$ cat src/rtl/store_buffer_if.sv
// Memory-side bus of the store buffer: asynchronous read port plus valid/ready write port.
// The master is the buffer and the slave is data memory.
interface store_buffer_if #(
  parameter int WORD = 32
);
  logic [WORD-1:0] mem_raddr;
  logic [WORD-1:0] mem_rdata;
  logic            mem_wvalid;
  logic            mem_wready;
  logic [WORD-1:0] mem_waddr;
  logic [WORD-1:0] mem_wdata;

  modport master (
    output mem_raddr,
    input  mem_rdata,
    output mem_wvalid,
    input  mem_wready,
    output mem_waddr,
    output mem_wdata
  );

  modport slave (
    input  mem_raddr,
    output mem_rdata,
    input  mem_wvalid,
    output mem_wready,
    input  mem_waddr,
    input  mem_wdata
  );
endinterface

$ cat src/rtl/store_buffer.sv
// Word-granular FIFO write buffer between the core data port and data memory.
// Loads forward from the youngest queued store to the same word, else read memory.
module store_buffer #(
  parameter  int DEPTH = 4,
  parameter  int WORD  = 32,
  localparam int CW    = $clog2(DEPTH) + 1
) (
  input  logic            clk,
  input  logic            reset,
  input  logic            memwrite,
  input  logic [WORD-1:0] addr,
  input  logic [WORD-1:0] wdata,
  output logic [WORD-1:0] rdata,
  output logic            stall,
  output logic            empty,
  output logic [CW-1:0]   count,
  store_buffer_if.master  mem
);
  localparam int PW = $clog2(DEPTH);
  localparam int AW = WORD - 2;

  logic [AW-1:0]   addr_mem_r [DEPTH];
  logic [WORD-1:0] data_mem_r [DEPTH];
  logic [PW-1:0]   head_r;
  logic [PW-1:0]   tail_r;
  logic [CW-1:0]   count_r;

  logic            full_s;
  logic            enq_s;
  logic            deq_s;
  logic            wvalid_s;
  logic [PW-1:0]   idx_s;
  logic [WORD-1:0] fwd_s;

  // Handshake qualifiers; enqueue is blocked while full or in reset.
  always_comb begin
    full_s   = (count_r == CW'(DEPTH));
    wvalid_s = (count_r != '0);
    enq_s    = memwrite & ~full_s & ~reset;
    deq_s    = wvalid_s & mem.mem_wready;
  end

  // Walk entries oldest to youngest so the youngest matching store wins.
  always_comb begin
    fwd_s = mem.mem_rdata;
    idx_s = head_r;
    for (int k = 0; k < DEPTH; k++) begin
      idx_s = head_r + PW'(k);
      fwd_s = ((CW'(k) < count_r) && (addr_mem_r[idx_s] == addr[WORD-1:2]))
              ? data_mem_r[idx_s] : fwd_s;
    end
  end

  // Core-facing and memory-facing outputs.
  always_comb begin
    rdata          = fwd_s;
    stall          = memwrite & full_s;
    empty          = ~wvalid_s;
    count          = count_r;
    mem.mem_raddr  = addr;
    mem.mem_wvalid = wvalid_s;
    mem.mem_waddr  = {addr_mem_r[head_r], 2'b00};
    mem.mem_wdata  = data_mem_r[head_r];
  end

  // Entry storage needs no reset: only entries below count are ever observed.
  always_ff @(posedge clk) begin
    if (enq_s) begin
      addr_mem_r[tail_r] <= addr[WORD-1:2];
      data_mem_r[tail_r] <= wdata;
    end
  end

  // Pointer and occupancy state.
  always_ff @(posedge clk) begin
    if (reset) begin
      head_r  <= '0;
      tail_r  <= '0;
      count_r <= '0;
    end else begin
      if (enq_s) begin
        tail_r <= tail_r + PW'(1'b1);
      end
      if (deq_s) begin
        head_r <= head_r + PW'(1'b1);
      end
      count_r <= count_r + CW'(enq_s) - CW'(deq_s);
    end
  end
endmodule
$ cat src/flat_wrapper.sv
// flat-port wrapper written by rule: the top's interface ports become plain ports
module store_buffer_flat 
#(
  parameter  int DEPTH = 4,
  parameter  int WORD  = 32,
  localparam int CW    = $clog2(DEPTH) + 1
)
  (clk, reset, memwrite, addr, wdata, rdata, stall, empty, count, mem_mem_raddr, mem_mem_rdata, mem_mem_wvalid, mem_mem_wready, mem_mem_waddr, mem_mem_wdata);
  store_buffer_if #(.WORD(WORD)) mem_i ();
  input  logic clk;
  input  logic reset;
  input  logic memwrite;
  input  logic [WORD-1:0] addr;
  input  logic [WORD-1:0] wdata;
  output logic [WORD-1:0] rdata;
  output logic stall;
  output logic empty;
  output logic [CW-1:0] count;
  output wire logic [$bits(mem_i.mem_raddr)-1:0] mem_mem_raddr;
  input wire logic [$bits(mem_i.mem_rdata)-1:0] mem_mem_rdata;
  output wire logic [$bits(mem_i.mem_wvalid)-1:0] mem_mem_wvalid;
  input wire logic [$bits(mem_i.mem_wready)-1:0] mem_mem_wready;
  output wire logic [$bits(mem_i.mem_waddr)-1:0] mem_mem_waddr;
  output wire logic [$bits(mem_i.mem_wdata)-1:0] mem_mem_wdata;
  assign mem_mem_raddr = mem_i.mem_raddr;
  assign mem_i.mem_rdata = mem_mem_rdata;
  assign mem_mem_wvalid = mem_i.mem_wvalid;
  assign mem_i.mem_wready = mem_mem_wready;
  assign mem_mem_waddr = mem_i.mem_waddr;
  assign mem_mem_wdata = mem_i.mem_wdata;
  store_buffer #(.DEPTH(DEPTH), .WORD(WORD)) u_core (.clk(clk), .reset(reset), .memwrite(memwrite), .addr(addr), .wdata(wdata), .rdata(rdata), .stall(stall), .empty(empty), .count(count), .mem(mem_i));
endmodule
$ cat config.mk
export PLATFORM = sky130hd
export DESIGN_NAME = store_buffer_flat
export DESIGN_NICKNAME = d
export VERILOG_FILES = /design/src/rtl/store_buffer_if.sv /design/src/rtl/store_buffer.sv /design/src/flat_wrapper.sv
export SDC_FILE = /design/constraint.sdc
export NUM_CORES = 1
export LEC_CHECK = 0
export ABC_AREA = 1
export CORE_MARGIN = 2
export CORE_UTILIZATION = 57
export DETAILED_ROUTE_END_ITERATION = 6
export GPL_ROUTABILITY_DRIVEN = 0
export HOLD_SLACK_MARGIN = 0.12
export PLACE_DENSITY = 0.81
export SKIP_CTS_REPAIR_TIMING = 1
export SKIP_LAST_GASP = 1
export SLEW_MARGIN = 40
export SYNTH_ARGS = -nofsm -noshare
export SYNTH_HDL_FRONTEND = slang
export SYNTH_SLANG_ARGS = --single-unit
$ cat constraint.sdc
create_clock -name clk -period 5.6 [get_ports clk]
set_clock_uncertainty 0.15 [all_clocks]
set_input_delay 0.84 -clock clk [delete_from_list [all_inputs] [get_ports clk]]
set_output_delay 0.84 -clock clk [all_outputs]
set_load 0.1 [all_outputs]
==> flow_metrics.tcl <==
set metrics [dict create \
    max_slew_margin 0.370 \
    dp_hpwl_um 40200 \
    insertion_delay_ns 0.56 \
    die_w_um 185 \
    totalNegativeSetupSlack_ns 0 \
    drv_cap 0 \
    root_buffer "clkbuf_16" \
    start_util 0.576 \
    grt_overflow 0 \
    numCtsBuffers 27 \
    cp_common_cell "nand2_1" \
    portBuffers 227 \
    fin_nets 2966 \
    path_cells "inv_6, nand2_2, buf_4, nor2_1, nor2_1, nand2_1, nand2_1, nand2_1, nor2_1, nand2_1, nor2_1, nand2_1, nor2_4, buf_4, a21oi_1, nand2_1, nand2_1, nand2_1, buf_12" \
    min_period_ns 5.48 \
    antenna_found_initial 1 \
    setup_viol 0 \
    die-area_sq_mm 0.0342 \
    grt_max_degree 125 \
    grt.met1_usage 0.450 \
    area_growth_pct 17.3 \
    fp-row-count 66 \
    wire_per_inst_um 18.5 \
    grt_use_total 0.355 \
    critPathSlowestCell "dfxtp_1" \
    cts_tree "built" \
    power.leakage_nw 10.3 \
    ys_ff_latch 257 \
    grtUsageMet2 0.572 \
    critPathKind "reg -> out" \
    slew_viol_final 0 \
    first_iter_violations 2744 \
    pin_count 234 \
    grt_pass1_vias 18500 \
    syn-cell-area_sq_mm 0.0186 \
    power_w 0.0108 \
    required_ns 4.61 \
    outcome "completed" \
    grt_pass1_wl_um 95600 \
    pwr_density_cell_mw_per_mm2 493 \
    routed_wl_um 61300 \
    worst-path-max-fanout 19 \
    num_vias 19800 \
    rsz0062_at_grt "false" \
    worst_pin_slew_ns 0.943 \
    clock_sinks 257 \
    synth_cell_types 34 \
    final_layout_size_suffix_gt1_frac 0.0841 \
    drc_errors 0 \
    yosys_warnings 0 \
    clkTransAtPathRegs_ns 0.06 \
    drtAntennaViolNets 0 \
    cpPeakStageDelay_ns 0.94 \
    hold_class "reg -> reg" \
    top_usage_layer "met2" \
    post_drt_via_cell_ratio 5.95 \
    min_period_over_period 0.979 \
    netlist_instances 2739 \
    htree_levels 1 \
    arrival_ns 4.49 \
    startpoint_type "flop" \
    grtUsageMet3 0.0598 \
    die_h_um 185 \
    cts.path.max_buffers 3 \
    critPathCaptureType "output pin" \
    yosysSeqAreaShare 0.409 \
    max_freq_mhz 182 \
    firstDrtPassIters 7 \
    finalHoldViolCount 0 \
    max-vdd-ir-drop_mv 0.596 \
    core_sq_mm 0.0324 \
    synth.avg_cell_area_sq_um 6.81 \
]
-- layer usage --
layer / vias up / part of all wire
met5: - / 0
met4: 0 / 0.060
met3: 308 / 0.13
met2: 1466 / 0.45
met1: 8867 / 0.36
li1: 9111 / -
-- registers in the layout, summed over array words and instances, names as in the netlist, named ones only --
signal and flops:
u_core.data_mem_r 128, u_core.tail_r 2, u_core.head_r 2, u_core.addr_mem_r 120, u_core.count 3
-- report_power, final --
group | internal (W) | leakage (nW) | switching, W
Clock | 0.00117 | 0.465 | 0.000768
Sequential | 0.00225 | 2.33 | 0.000135
Combinational | 0.00151 | 7.49 | 0.00496
Total | 0.00493 | 10.3 | 0.00587
-- cell usage after synthesis, drive strengths merged --
| cell | instances | share of area |
|---|---|---|
| nand2 | 1288 | 0.26 |
| nand4 | 2 | 0.00067 |
| nand3 | 233 | 0.063 |
| conb | 1 | 0.00020 |
| edfxtp | 248 | 0.40 |
| nor2 | 118 | 0.025 |
| mux2i | 32 | 0.017 |
| a221oi | 32 | 0.015 |
| a32oi | 32 | 0.015 |
| xnor2 | 1 | 0.00047 |
| a211oi | 1 | 0.00040 |
| dfxtp | 9 | 0.0097 |
| ha | 8 | 0.0054 |
| or2 | 2 | 0.00067 |
| buf | 129 | 0.043 |
| inv | 242 | 0.049 |
| a21oi | 114 | 0.031 |
| xor2 | 8 | 0.0038 |
| clkbuf | 54 | 0.011 |
| o21ai | 180 | 0.048 |
| nor3 | 2 | 0.00054 |
| clkinv | 1 | 0.00020 |
| fa | 1 | 0.0011 |
| o22ai | 1 | 0.00034 |
-- area by class of cell --
type                       instances  area (sq um)
inverter                         243           923
antenna                            1          2.50
clock inverter                    13           195
tap                              442           553
timing repair buffer             271          2670
fill                            2663         10500
multi-input combinational       2057          9150
sequential                       257          7630
clock buffer                      36           749
-- logic make-up after synthesis --
kind of cell	count (synthesis)	synth area share
AND/OR/NAND/NOR	1645	0.350
buffers and inverters	426	0.103
AO/OA/AOI/OAI	360	0.110
flip-flops	257	0.409
multiplexers	32	0.0172
adder cells (fa/ha/maj)	9	0.00644
XOR/XNOR	9	0.00423
other	1	0.000201
-- placed cells by master, fill, tap and decap left out, drive strengths merged --
master         Yosys  layout
nand2           1288    1288
edfxtp           248     248
inv              242     242
nand3            233     233
o21ai            180     180
buf              129     174
nor2             118     118
a21oi            114     114
clkdlybuf4s50      0      97
clkbuf            54      36
a221oi            32      32
a32oi             32      32
mux2i             32      32
dfxtp              9       9
clkinv             1       9
xor2               8       8
ha                 8       8
bufinv             0       5
nand4              2       2
or2                2       2
conb               1       2
nor3               2       2
diode              0       1
o22ai              1       1
xnor2              1       1
a211oi             1       1
fa                 1       1
-- critical path: cells and delay by family, from the launching register on --
family	cells	cell delay [ns]
and+or+nand+nor	14	1.87
buffers and inverters	4	1.05
DFF	1	0.94
AOI/OAI and AO/OA	1	0.07
-- per-stage QoR --
| stage | hold slack, ns | worst slack (ns) | cells | util | area (sq um) |
|---|---|---|---|---|---|
| after floorplan | 0.348 | 0.612 | 2740 | - | 18700 |
| after global placement | 0.368 | 0.927 | 3269 | 0.653 | 21100 |
| after detailed placement | 0.391 | 0.908 | 3270 | 0.647 | 20900 |
| after CTS | 0.407 | 0.297 | 3319 | 0.676 | 21900 |
| after global routing | 0.443 | 0.0255 | 3320 | 0.676 | 21900 |
| final | 0.399 | 0.120 | 3320 | 0.676 | 21900 |
-- worst paths after layout --
kind                          from                to  slack [ns]  depth (start not counted)
setup reg to reg  u_core.head_r[1]              flop        3.06                          6
setup / recovery  u_core.head_r[1]         rdata[15]        0.12                         19
hold reg to reg   u_core.tail_r[1]  u_core.tail_r[1]        0.40                          2
hold / removal    u_core.tail_r[1]  u_core.tail_r[1]        0.40                          2
No activity file was read; power rests on OpenSTA's default activity.
